[config.mk]
export PLATFORM = sky130hd
export DESIGN_NAME = pipeline_ctrl
export DESIGN_NICKNAME = d
export VERILOG_FILES = /design/src/rtl/pipeline_ctrl.sv
export SDC_FILE = /design/constraint.sdc
export NUM_CORES = 1
export LEC_CHECK = 0
export ABC_AREA = 1
export BUFFER_PORTS_ARGS = -buffer_cell sky130_fd_sc_hd__buf_2
export CAP_MARGIN = 20
export CORE_MARGIN = 1
export CORE_UTILIZATION = 45
export CTS_CLUSTER_DIAMETER = 80
export CTS_CLUSTER_SIZE = 14
export DETAILED_ROUTE_END_ITERATION = 8
export PLACE_DENSITY = 0.71
export SKIP_CTS_REPAIR_TIMING = 1
export SLEW_MARGIN = 0
export SYNTH_ARGS = -nofsm -noshare
export SYNTH_HDL_FRONTEND = slang
export SYNTH_SLANG_ARGS = --single-unit
[constraint.sdc]
create_clock -name clk -period 1.8 [get_ports clk]
set_clock_uncertainty 0.1 [all_clocks]
set_input_delay 0.36 -clock clk [delete_from_list [all_inputs] [get_ports clk]]
set_output_delay 0.36 -clock clk [all_outputs]
set_load 0.02 [all_outputs]
[src/rtl/pipeline_ctrl.sv]
// Hazard and sequencing controller for the 5-stage MIPS pipeline: load-use stalls,
// taken-branch flushes, halt draining and debug single-step gating.
module pipeline_ctrl #(
    parameter int unsigned DRAIN_CYCLES = 3,
    parameter int unsigned CNT_W        = 32
) (
    input  logic             clk,
    input  logic             reset,
    input  logic             start,
    input  logic             step_mode,
    input  logic             step,
    input  logic [4:0]       rsID,
    input  logic [4:0]       rtID,
    input  logic             usesRsID,
    input  logic             usesRtID,
    input  logic             MemtoRegEX,
    input  logic [4:0]       rtEX,
    input  logic             BranchTakenID,
    input  logic             HaltID,
    output logic             pipe_en,
    output logic             pc_write,
    output logic             if_id_write,
    output logic             if_id_clear,
    output logic             id_ex_clear,
    output logic             halted,
    output logic [CNT_W-1:0] cycle_count
);

    typedef enum logic [1:0] {
        S_IDLE,
        S_RUN,
        S_DRAIN,
        S_HALTED
    } state_t;

    state_t           state_q, state_d;
    logic [3:0]       dcnt_q, dcnt_d;
    logic             step_q, step_d;
    logic             halted_q, halted_d;
    logic [CNT_W-1:0] cnt_q, cnt_d;

    logic grant;
    logic load_use;

    always_comb begin
        grant    = step_mode ? (step & ~step_q) : 1'b1;
        load_use = MemtoRegEX & (rtEX != 5'd0) &
                   ((usesRsID & (rsID == rtEX)) | (usesRtID & (rtID == rtEX)));

        pipe_en     = grant & ((state_q == S_RUN) | (state_q == S_DRAIN));
        pc_write    = 1'b0;
        if_id_write = 1'b0;
        if_id_clear = 1'b0;
        id_ex_clear = 1'b0;

        state_d  = state_q;
        dcnt_d   = dcnt_q;
        step_d   = step;
        halted_d = halted_q;
        cnt_d    = cnt_q;

        case (state_q)
            S_IDLE: begin
                if (start) state_d = S_RUN;
            end
            S_RUN: begin
                if (pipe_en) begin
                    // Stall outranks branch and halt; both are re-seen once the bubble clears.
                    if (load_use) begin
                        id_ex_clear = 1'b1;
                    end else if (HaltID) begin
                        if_id_write = 1'b1;
                        if_id_clear = 1'b1;
                        state_d     = S_DRAIN;
                        dcnt_d      = 4'(DRAIN_CYCLES - 1);
                    end else if (BranchTakenID) begin
                        pc_write    = 1'b1;
                        if_id_write = 1'b1;
                        if_id_clear = 1'b1;
                    end else begin
                        pc_write    = 1'b1;
                        if_id_write = 1'b1;
                    end
                end
            end
            S_DRAIN: begin
                if (pipe_en) begin
                    if_id_write = 1'b1;
                    if_id_clear = 1'b1;
                    id_ex_clear = 1'b1;
                    if (dcnt_q == 4'd0) begin
                        state_d  = S_HALTED;
                        halted_d = 1'b1;
                    end else begin
                        dcnt_d = dcnt_q - 4'd1;
                    end
                end
            end
            default: begin
                halted_d = 1'b1;
            end
        endcase

        if (pipe_en) cnt_d = cnt_q + CNT_W'(1);
    end

    always_ff @(posedge clk) begin
        if (reset) begin
            state_q  <= S_IDLE;
            dcnt_q   <= '0;
            step_q   <= 1'b0;
            halted_q <= 1'b0;
            cnt_q    <= '0;
        end else begin
            state_q  <= state_d;
            dcnt_q   <= dcnt_d;
            step_q   <= step_d;
            halted_q <= halted_d;
            cnt_q    <= cnt_d;
        end
    end

    assign halted      = halted_q;
    assign cycle_count = cnt_q;

endmodule

After elaboration in Yosys (flattened, before gate mapping)
Cells that the tools add are included.
Widths: inputs -> output; s select.
{"block": "classes", "add_sub_neg": 2, "n_eq_ne": 11, "n_mux": 33, "bitwise": 10, "reduce_logical": 9}
{"cell": "$add 32x1->32 const B", "n": 1}
{"cell": "$mux 4", "n": 5}
{"cell": "$mux 1", "n": 16}
{"cell": "$mux 2", "n": 6}
{"cell": "$ne 2x2->1 const B", "n": 6}
{"cell": "$eq 5x5->1", "n": 2}
{"cell": "$pmux 1 s2", "n": 4}
{"cell": "$pmux 4 s2", "n": 1}
{"cell": "$reduce_and 7->1", "n": 1}
{"cell": "$and 1x1->1", "n": 6}
{"cell": "$pmux 2 s3", "n": 1}
{"cell": "$reduce_and 6->1", "n": 1}
{"cell": "$reduce_bool 5->1", "n": 1}
{"cell": "$logic_not 4->1", "n": 1}
{"cell": "$sub 4x1->4 const B", "n": 1}
{"cell": "$reduce_and 3->1", "n": 1}
{"cell": "$reduce_bool 3->1", "n": 1}
{"cell": "$eq 2x1->1 const B", "n": 1}
{"cell": "$eq 2x2->1 const B", "n": 1}
{"cell": "$logic_not 2->1", "n": 1}
{"cell": "$ne 2x1->1 const B", "n": 1}
{"cell": "$not 1->1", "n": 2}
{"cell": "$or 1x1->1", "n": 2}
{"cell": "$reduce_bool 2->1", "n": 1}
{"cell": "$reduce_or 2->1", "n": 1}
{"block": "word_totals", "ff_bits": 40, "inputBits": 25, "out_inout_bits": 38, "word_cells": 70}

Longest topological paths before layout
Gate-level depths: netlist of the first run.
{"block": "depth", "word_depth": 7, "depth_mapped": 11, "ltp_nobuf": 11}

Least setup slack after synthesis of the first run
Ideal clock, no wire load.
{"block": "synth_path", "kind": "reg2out", "startpoint": "register state_q[0]", "endpoint": "output port if_id_clear", "t_arrival_ns": 1.607, "required_time_ns": 1.340, "path_slack_ns": -0.267, "path_stages_with_launch": 6, "path_buffers": 0, "cell_sequence": "dfxtp_1 > inv_1 > ha_1 > a21boi_4 > nand3_1 > o21ai_0"}
{"block": "synth_via", "elab_chain_len": 5, "elab_cells_between_ends": 7, "cone_classes": "eq/ne: 2; mux: 3; bitwise: 2"}
{"element": "from (decl)", "line": "36", "source": "state_t state_q, state_d;"}
{"element": "from (signal assigned)", "line": "115", "source": "state_q <= state_d;"}
{"element": "$eq 2x1->1 or $eq 2x2->1 (tied branches)", "line": "50, 62"}
{"element": "$or 1x1->1", "line": "50", "source": "pipe_en = grant & ((state_q == S_RUN) | (state_q == S_DRAIN));"}
{"element": "$and 1x1->1", "line": "50"}
{"element": "$mux 1, on equally long branches", "line": "87, 67"}
{"element": "$pmux 1 s2 *", "line": "62", "source": "case (state_q)"}
{"element": "to (decl)", "line": "23", "source": "output logic if_id_clear,"}
Mark *: on every way between the ends. The rest lies on a longest branch, timed or not.

Worst setup path after layout of the first run
{"block": "layout_path", "startpoint": "register state_q[1]", "endpoint": "output port id_ex_clear"}
{"block": "layout_via", "elab_chain_len": 5, "elab_cells_between_ends": 7, "cone_classes": "eq/ne: 2; mux: 3; bitwise: 2"}
{"element": "$eq 2x1->1 or $eq 2x2->1 (tied branches)", "line": "50, 62"}
{"element": "$or 1x1->1", "line": "50"}
{"element": "$and 1x1->1", "line": "50"}
{"element": "$mux 1, on equally long branches", "line": "87, 67"}
{"element": "$pmux 1 s2 *", "line": "62"}
{"element": "to (decl)", "line": "24", "source": "output logic id_ex_clear,"}
Marks and branches as above.

==> metrics.yaml, run 1 <==
n_fill_cell: 588
place.gp.congestion: 0.822
ioPinCount: 63
grt_start_max_net_pins: 21
power_uw: 3180
drt_iter0_drc: 89
io_buffers: 62
routedWlPerCell_um: 11.3
gr-total-overflow: 0
postSynthAreaPerCell_um2: 6.24
setup_viol: 14
layout-drive-gt1-share_pct: 28.1
num_antenna_cells: 0
rows: 27
synth_area_um2: 2660
whs_endpoint: "step_q"
violations: "setup timing"
syn_nets: 459
critPathLaunchType: "flip-flop"
rsz0062_at_grt: "yes"
grt_pass1_vias: 2699
r2r_setup_slack_ns: -0.16
yosysMostFrequentCell: "nand2_1"
clockBufferDepth: 2
synthCells: 426
nNetsFinal: 551
cp-end-kind: "output port"
yosys.area.top_type: "dfxtp_1"
grt_antenna_before_repair: 0
synth_edf_count: 0
drv_slew: 0
die_area_um2: 6210
vias: 2897
utilization_pct: 62.8
clkLatencyLatePin_ns: 0.29
cp.arrival_ns: 1.57
path_clk_slew_ns: 0.07
maxCapViolations: 0
grt_pass1_wl_um: 11200
yosys.cell_types.count: 31
fp.dieH_um: 78.8
hold_class: "in -> reg"
vias_per_cell: 4.90
timing.final.hold_violations: 0
cts_sinks: 40
r2r_end: "cycle_count[27]"
status: "finished with violations"
cts_buffers: 5
drtAntennaViolNets: 0
p_per_area_nw_per_um2: 903
drc: 0
cts_tree: "yes"
async_flop_share_pct: 0
critPathMaxFanout: 3
slew_headroom_pct: 79.1
crit_required_ns: 1.34
die_x_um: 78.8
clock_tree.root_cell: "clkbuf_8"
grtUsageTotal_pct: 22.4
peakVddDrop_v: 0.000528
multi_input_area_um2: 1730
path_class: "reg -> out"
seq_area_um2: 803
yosys-top-cells-count: "129 x nand2_1, 65 x nor2_1, 59 x inv_1"
yosys-top-cells-area: "dfxtp_1 30%, nand2_1 18%, nor2_1 9.2%, inv_1 8.3%, a21oi_1 4.1%"
r2r_start: "state_q[1]"
htree_levels: 2
synth_top_area_share_pct: 30.1
ys_seq_area_share_pct: 30.1
hp-start: "step"
start_util_pct: 47.4
synth-seq-cells: 40
fin_ws_ns: -0.232
max_freq_mhz: 492
synth_ff_type: "dfxtp_1"
r2r_cells: 10
layout_min_cycle_time_ns: 2.03
core-area_um2: 5610
hold_path_depth: 3
synth_warnings: 0
tightest_slew_ns: 0.312
finalCritPeriodShare_pct: 113
hpwlAfterDp_um: 5130
power_leakage_uw: 0.00166
area_growth_pct: 32.6
firstDrtPassIters: 5
wirelength_um: 6660
## per-layer routing
layer | vias up | routed length (um) | GRT usage [%]
met5 | - | 0 | 0
met1 | 1301 | 2970 | 27.1
li1 | 1515 | - | -
met2 | 69 | 3270 | 39.9
met3 | 12 | 303 | 3.91
met4 | 0 | 116 | 7.64
## cell usage in the layout (no fill, tap or decap), types with 5 or more instances in the layout
cell      synthesis  final
ha_1              8      7
nor2_1           65     61
o21ai_0          17     11
buf_2             2     57
a21oi_1          22     21
nor2_4            3      6
nand4_1          12     12
buf_6             0      6
nor3_1            8      7
dfxtp_1          40     38
nand3_1          16     13
nand2_2           6      6
xor2_1            6      6
inv_1            59     57
inv_2             3      5
clkbuf_8          0      5
nand2_1         129    126
buf_4             0     28
## power breakdown
| part | leakage (uW) | internal [uW] | switching (uW) | total [uW] |
|---|---|---|---|---|
| sequential | 0.000325 | 986 | 55.9 | 1040 |
| clock | 0.0000552 | 412 | 312 | 724 |
| combinational | 0.00128 | 599 | 817 | 1420 |
| total | 0.00166 | 2000 | 1180 | 3180 |
## cell type report
cell class	instances	share of cell area, %
clock buffer	6	2.06
multi-input combinational	318	49.0
sequential	40	22.8
clock inverter	2	0.994
tap	72	2.56
timing repair buffer	91	16.0
inverter	62	6.61
## state kept, by name (all words and copies together) (netlist names)
signal,flops
halted,1
cycle_count,32
dcnt_q,4
state_q,2
step_q,1
## critical path: stages (launching register included)
cell,delay [ns]
dfxtp_2,0.34
inv_2,0.05
ha_4,0.26
a21boi_4,0.22
buf_6,0.16
nand2_8,0.07
o21ai_4,0.06
buf_6,0.13
## worst max path at each step
stage | start | to | slack, ns | cells past startpoint
final | state_q[1] | id_ex_clear | -0.23 | 7
after global routing | state_q[1] | if_id_clear | -0.31 | 6
after CTS | state_q[1] | id_ex_clear | -0.41 | 7
after detailed placement | state_q[0] | dcnt_q[2] | -0.09 | 10
after global placement | rtEX[2] | if_id_clear | -0.06 | 9
after floorplan | state_q[0] | id_ex_clear | 0.0008 | 6
## per-stage QoR
step	hold slack (ns)	cells	worst slack (ns)	cell area [um^2]	setup TNS [ns]
finish	0.186	591	-0.232	3520	-1.49
floorplan	0.367	426	0.000761	2730	0
global route	0.201	591	-0.306	3520	-3.77
global placement	0.337	581	-0.0625	3310	-0.431
detailed placement	0.378	581	-0.0933	3310	-1.04
CTS	0.182	589	-0.407	3410	-2.75
## cells by family (layout without fill, tap and decap cells)
logic type,after synthesis,count (layout),share of synthesized area [%]
XOR/XNOR,7,7,2.31
AND/OR/NAND/NOR,260,260,45.1
AO/OA/AOI/OAI,43,43,8.95
flip-flops,40,40,30.1
adder cells (fa/ha/maj),8,8,3.77
buffers and inverters,68,161,9.70
No activity file was read; power rests on OpenSTA's default activity.
==> inputs of run 2 (changes only) <==
--- a/config.mk
+++ b/config.mk
@@ -8,9 +8,10 @@
 export ABC_AREA = 1
 export BUFFER_PORTS_ARGS = -buffer_cell sky130_fd_sc_hd__buf_2
 export CAP_MARGIN = 20
+export CORE_ASPECT_RATIO = 1.5
 export CORE_MARGIN = 1
 export CORE_UTILIZATION = 45
-export CTS_CLUSTER_DIAMETER = 80
+export CTS_CLUSTER_DIAMETER = 120
 export CTS_CLUSTER_SIZE = 14
 export DETAILED_ROUTE_END_ITERATION = 8
 export PLACE_DENSITY = 0.71
==> run 2 against run 1 <==
The flow still finishes with violations (setup timing). Maximum frequency shrank 1.4%. Cell count is 0.68% higher. Clock power is 10% lower. Sequential share of layout area down 0.25 points. Combinational power rose by 6%. First-iteration DRC count fell by 2.2%. Count of clock-buffer cells in the layout rose by 1. Utilization grew 1.4 points. Register-to-register slack improved by 0.04 ns. Largest power group unchanged.
==> metrics.yaml, run 2 (same netlist as run 1, synthesis figures left out) <==
utilization_pct: 64.2  # was 62.8%
place.gp.congestion: 0.811  # was 0.822
area_growth_pct: 34.7  # was 32.6%
r2r_start: "state_q[1]"  # unchanged
startpoint: "state_q[1]"  # unchanged
r2r_setup_slack_ns: -0.12  # was -0.16 ns
firstDrtPassIters: 5  # unchanged
r2r_cells: 9  # was 10
p_per_area_nw_per_um2: 897  # was 903 nW/um^2
path_clk_slew_ns: 0.08  # was 0.07 ns
power_leakage_uw: 0.00170  # was 0.00166 uW
cts_tree: "yes"  # unchanged
dp_slack_ns: -0.129  # was -0.0933 ns
ioPinCount: 63  # unchanged
finalCritPeriodShare_pct: 114  # was 113%
grt_antenna_before_repair: 0  # unchanged
whs_ns: 0.180  # was 0.186 ns
htree_levels: 2  # unchanged
vias: 2902  # was 2897
clock_tree.root_cell: "clkbuf_8"  # unchanged
die_area_um2: 6220  # was 6210 um^2
wl_met2_um: 3830  # was 3270 um
cp-end-kind: "output port"  # unchanged
nNetsFinal: 558  # was 551
crit_required_ns: 1.34  # about the same
n_fill_cell: 520  # was 588
fin_area_um2: 3580  # was 3520 um^2
maxCapViolations: 0  # unchanged
grt_pass1_vias: 2670  # was 2699
peakVddDrop_v: 0.000441  # was 0.000528 V
hold_class: "in -> reg"  # unchanged
r2r_end: "cycle_count[18]"  # was cycle_count[27]
setup_viol: 22  # was 14
largest_register_ffs: 32  # unchanged
drt_iter0_drc: 87  # was 89
crit_path_end: "if_id_clear"  # was id_ex_clear
die_x_um: 64.7  # was 78.8 um
most-common-layout-cells: "126 x nand2_1, 60 x nor2_1, 57 x inv_1, 57 x buf_2, 35 x dfxtp_1"  # was 126 x nand2_1, 61 x nor2_1, 57 x inv_1, 57 x buf_2, 38 x dfxtp_1
timing.final.hold_violations: 0  # unchanged
drtAntennaViolNets: 0  # unchanged
path_class: "reg -> out"  # unchanged
layout-drive-gt1-share_pct: 29.9  # was 28.1%
num_antenna_cells: 0  # unchanged
gr-total-overflow: 0  # unchanged
placed_cell_area_um2: 3330  # was 3310 um^2
drc: 0  # unchanged
hpwlAfterDp_um: 5330  # was 5130 um
vias_per_cell: 4.88  # was 4.90
status: "finished with violations"  # unchanged
top_layer: "met4"  # unchanged
grt_pass1_wl_um: 11100  # was 11200 um
layout_min_cycle_time_ns: 2.06  # was 2.03 ns
grtUsageTotal_pct: 22.9  # was 22.4%
routedWlPerCell_um: 11.5  # was 11.3 um
critPathMaxFanout: 3  # unchanged
grt_start_max_net_pins: 21  # unchanged
io_buffers: 62  # unchanged
cts_buffers: 5  # unchanged
clkLatencyLatePin_ns: 0.29  # about the same
rsz0062_at_grt: "yes"  # unchanged
fin_ws_ns: -0.260  # was -0.232 ns
max_freq_mhz: 485  # was 492 MHz
tightest_slew_ns: 0.420  # was 0.312 ns
core-area_um2: 5570  # was 5610 um^2
layout_commonest_cell: "nand2_1"  # unchanged
wl_met1_um: 2680  # was 2970 um
violations: "setup timing"  # unchanged
cp.arrival_ns: 1.60  # was 1.57 ns
clockBufferDepth: 2  # unchanged
cts_sinks: 40  # unchanged
drv_slew: 0  # unchanged
dr_wl_met3_um: 231  # was 303 um
placed_cells: 582  # was 581
critPathLaunchType: "flip-flop"  # unchanged
start_util_pct: 47.7  # was 47.4%
fp.dieH_um: 96.1  # was 78.8 um
finalNonFillerCells: 595  # was 591
rows: 33  # was 27
slew_headroom_pct: 72.0  # was 79.1%
wirelength_um: 6860  # was 6660 um
run 2: cell count changes in the layout (fill, tap and decap cells not counted), sizes merged:
cell    before  now
bufinv       1    0
clkbuf       6    7
clkinv       1    0
buf         91   98
run 2: worst min-delay path by stage:
stage	cells past startpoint	startpoint	slack, ns	to
global route	3	step	0.19	step_q
finish	3	step	0.18	step_q
floorplan	2	step	0.37	step_q
CTS	3	step	0.18	step_q
detailed placement	2	halted	0.35	halted
global placement	2	halted	0.34	halted
run 2: routing by layer:
metal | up-vias | global-route usage [%]
met5 | - | 0
met4 | 0 | 10.4
met3 | 8 | 4.03
met2 | 55 | 45.1
met1 | 1300 | 22.7
li1 | 1539 | -
run 2: where the power goes:
part	leakage [uW]	internal (uW)	switching (uW)
sequential	0.000326	991	59.5
combinational	0.00132	663	847
clock	0.0000503	341	308
run 2: metrics by stage:
step,power [uW],setup TNS [ns]
6_report,3210,-2.11
5_1_grt,3410,-4.25
4_1_cts,3010,-3.42
3_5_place_dp,2370,-1.56
3_3_place_gp,2330,-0.820
2_1_floorplan,1950,0
run 2: cell type report:
cell class	count	area, um^2	share of cell area [%]
inverters	62	233	6.50
flip-flops and latches	40	807	22.6
multi-input cells	318	1740	48.5
well taps	70	87.6	2.45
clock buffers	7	96.3	2.69
repair buffers	98	619	17.3
run 2: critical path: stages (launching register included):
cell and delay, ns:
dfxtp_2 0.34, inv_2 0.05, ha_4 0.25, a21boi_4 0.23, nand3_4 0.15, o21ai_4 0.16, buf_6 0.13
==> inputs of run 3 (changes only) <==
--- a/config.mk
+++ b/config.mk
@@ -6,7 +6,7 @@
 export NUM_CORES = 1
 export LEC_CHECK = 0
 export ABC_AREA = 1
-export BUFFER_PORTS_ARGS = -buffer_cell sky130_fd_sc_hd__buf_2
+export BUFFER_PORTS_ARGS = -buffer_cell sky130_fd_sc_hd__clkbuf_2
 export CAP_MARGIN = 20
 export CORE_ASPECT_RATIO = 1.5
 export CORE_MARGIN = 1
==> run 3 against run 2 <==
The flow still finishes with violations (setup timing). Sequential share of layout area decreased by 0.36 points. Non-clock buffer count increased by 4. Utilization increased by 1.1 points. Sequential cell count unchanged. Worst hold slack improved by 0.0024 ns. Cell count increased by 0.84%. Critical path depth unchanged. Clock power decreased by 6.8%. Wire length decreased by 0.58%. Via count increased by 2.1%. First-iteration DRC count increased by 14%.
==> metrics.yaml, run 3 (same netlist as run 1, synthesis figures left out) <==
status: "finished with violations"  # unchanged
violations: "setup timing"  # unchanged
vias_per_cell: 4.94  # was 4.88
timing.final.hold_violations: 0  # unchanged
power_leakage_uw: 0.00169  # was 0.00170 uW
rows: 33  # unchanged
r2r_setup_slack_ns: -0.16  # was -0.12 ns
rsz0062_at_grt: "yes"  # unchanged
drv_slew: 0  # unchanged
ioPinCount: 63  # unchanged
dp_slack_ns: -0.0992  # was -0.129 ns
cp-end-kind: "output port"  # unchanged
hold_path_depth: 3  # unchanged
largest_register_ffs: 32  # unchanged
grtUsageTotal_pct: 22.7  # was 22.9%
r2r_end: "cycle_count[13]"  # was cycle_count[18]
start_util_pct: 47.7  # unchanged
swShare_pct: 37.8  # about the same
clkLatencyLatePin_ns: 0.29  # about the same
layout-drive-gt1-share_pct: 30.8  # was 29.9%
tightest_slew_ns: 0.467  # was 0.420 ns
gr-total-overflow: 0  # unchanged
htree_levels: 2  # unchanged
nNetsFinal: 562  # was 558
seqPwrFrac_pct: 32.5  # was 32.7%
crit_path_end: "if_id_clear"  # unchanged
place.gp.congestion: 0.836  # was 0.811
die_area_um2: 6220  # unchanged
maxCapViolations: 0  # unchanged
most-common-layout-cells: "125 x nand2_1, 59 x nor2_1, 57 x inv_1, 57 x clkbuf_2, 36 x buf_4"  # was 126 x nand2_1, 60 x nor2_1, 57 x inv_1, 57 x buf_2, 35 x dfxtp_1
wirelength_um: 6820  # was 6860 um
hold_class: "in -> reg"  # unchanged
num_antenna_cells: 0  # unchanged
layout_min_cycle_time_ns: 2.10  # was 2.06 ns
area_growth_pct: 36.9  # was 34.7%
vias: 2962  # was 2902
firstDrtPassIters: 4  # was 5
grt_pass1_wl_um: 11100  # about the same
clock_tree.root_cell: "clkbuf_8"  # unchanged
power.share.combinational_pct: 48.9  # was 47.1%
crit_required_ns: 1.34  # about the same
io_buffers: 62  # unchanged
cts_sinks: 40  # unchanged
layout_commonest_cell: "nand2_1"  # unchanged
grt_start_max_net_pins: 21  # unchanged
fp.dieH_um: 96.1  # unchanged
grt_antenna_before_repair: 0  # unchanged
slew_headroom_pct: 68.8  # was 72.0%
drt_iter0_drc: 99  # was 87
finalNonFillerCells: 600  # was 595
setup_viol: 23  # was 22
cp.arrival_ns: 1.64  # was 1.60 ns
max_freq_mhz: 477  # was 485 MHz
switching_power_uw: 1230  # was 1210 uW
routedWlPerCell_um: 11.4  # was 11.5 um
drc: 0  # unchanged
peakVddDrop_v: 0.000484  # was 0.000441 V
critPathLaunchType: "flip-flop"  # unchanged
startpoint: "state_q[1]"  # unchanged
whs_ns: 0.183  # was 0.180 ns
finalCritPeriodShare_pct: 116  # was 114%
cts_buffers: 5  # unchanged
clockBufferDepth: 2  # unchanged
placed_cells: 586  # was 582
critPathMaxFanout: 5  # was 3
p_int_uw: 2020  # was 2000 uW
cts_tree: "yes"  # unchanged
hpwlAfterDp_um: 5350  # was 5330 um
r2r_start: "state_q[1]"  # unchanged
grt_pass1_vias: 2691  # was 2670
die_x_um: 64.7  # unchanged
p_per_area_nw_per_um2: 893  # was 897 nW/um^2
path_class: "reg -> out"  # unchanged
r2r_cells: 11  # was 9
power_uw: 3250  # was 3210 uW
n_fill_cell: 524  # was 520
path_clk_slew_ns: 0.07  # was 0.08 ns
fin_ws_ns: -0.297  # was -0.260 ns
clkPwrFrac_pct: 18.6  # was 20.2%
core-area_um2: 5570  # unchanged
drtAntennaViolNets: 0  # unchanged
[run 3: cell count changes in the layout (fill, tap and decap cells not counted), sizes merged]
| cell | previous run | this run |
|---|---|---|
| clkbuf | 7 | 65 |
| buf | 98 | 45 |
[run 3: critical path: stages, from the launching register on]
cell	delay (ns)
dfxtp_2	0.34
inv_2	0.05
ha_4	0.26
a21boi_4	0.26
nand3_4	0.15
o21ai_4	0.16
buf_6	0.13
[run 3: worst min path at each step]
stage	start	endpoint	slack, ns
2_1_floorplan	step	step_q	0.37
6_report	step	step_q	0.18
4_1_cts	step	step_q	0.18
5_1_grt	step	step_q	0.19
3_5_place_dp	halted	halted	0.35
3_3_place_gp	halted	halted	0.35
[run 3: metal layers]
metal | up-vias | GRT usage (%) | share of wire, %
li1 | 1546 | - | -
met1 | 1334 | 23.5 | 38
met2 | 71 | 45.0 | 55
met3 | 11 | 3.79 | 4.4
met4 | 0 | 7.22 | 2.1
met5 | - | 0 | 0
[run 3: final cells by class]
type	instances	area (um^2)	area share, %
multi-input combinational	318	1760	48.5
sequential	40	807	22.2
timing repair buffer	102	657	18.1
inverter	62	233	6.40
clock buffer	8	90.1	2.48
tap	70	87.6	2.41
[run 3: metrics by stage]
step / utilization (%) / area, um^2 / TNS [ns]
2_1_floorplan: - / 2730 / 0
3_3_place_gp: 60.2 / 3360 / -0.619
3_5_place_dp: 60.2 / 3360 / -1.31
4_1_cts: 61.8 / 3450 / -3.13
5_1_grt: 65.3 / 3640 / -5.62
6_report: 65.3 / 3640 / -2.82
[run 3: power by group through the flow]
stage	sequential, uW	combinational (uW)	clock [uW]
after global placement	1060	1280	0
after detailed placement	1060	1320	0
after global routing	1060	1750	663
final	1060	1590	605
after floorplan	1100	848	0
after CTS	1040	1320	624
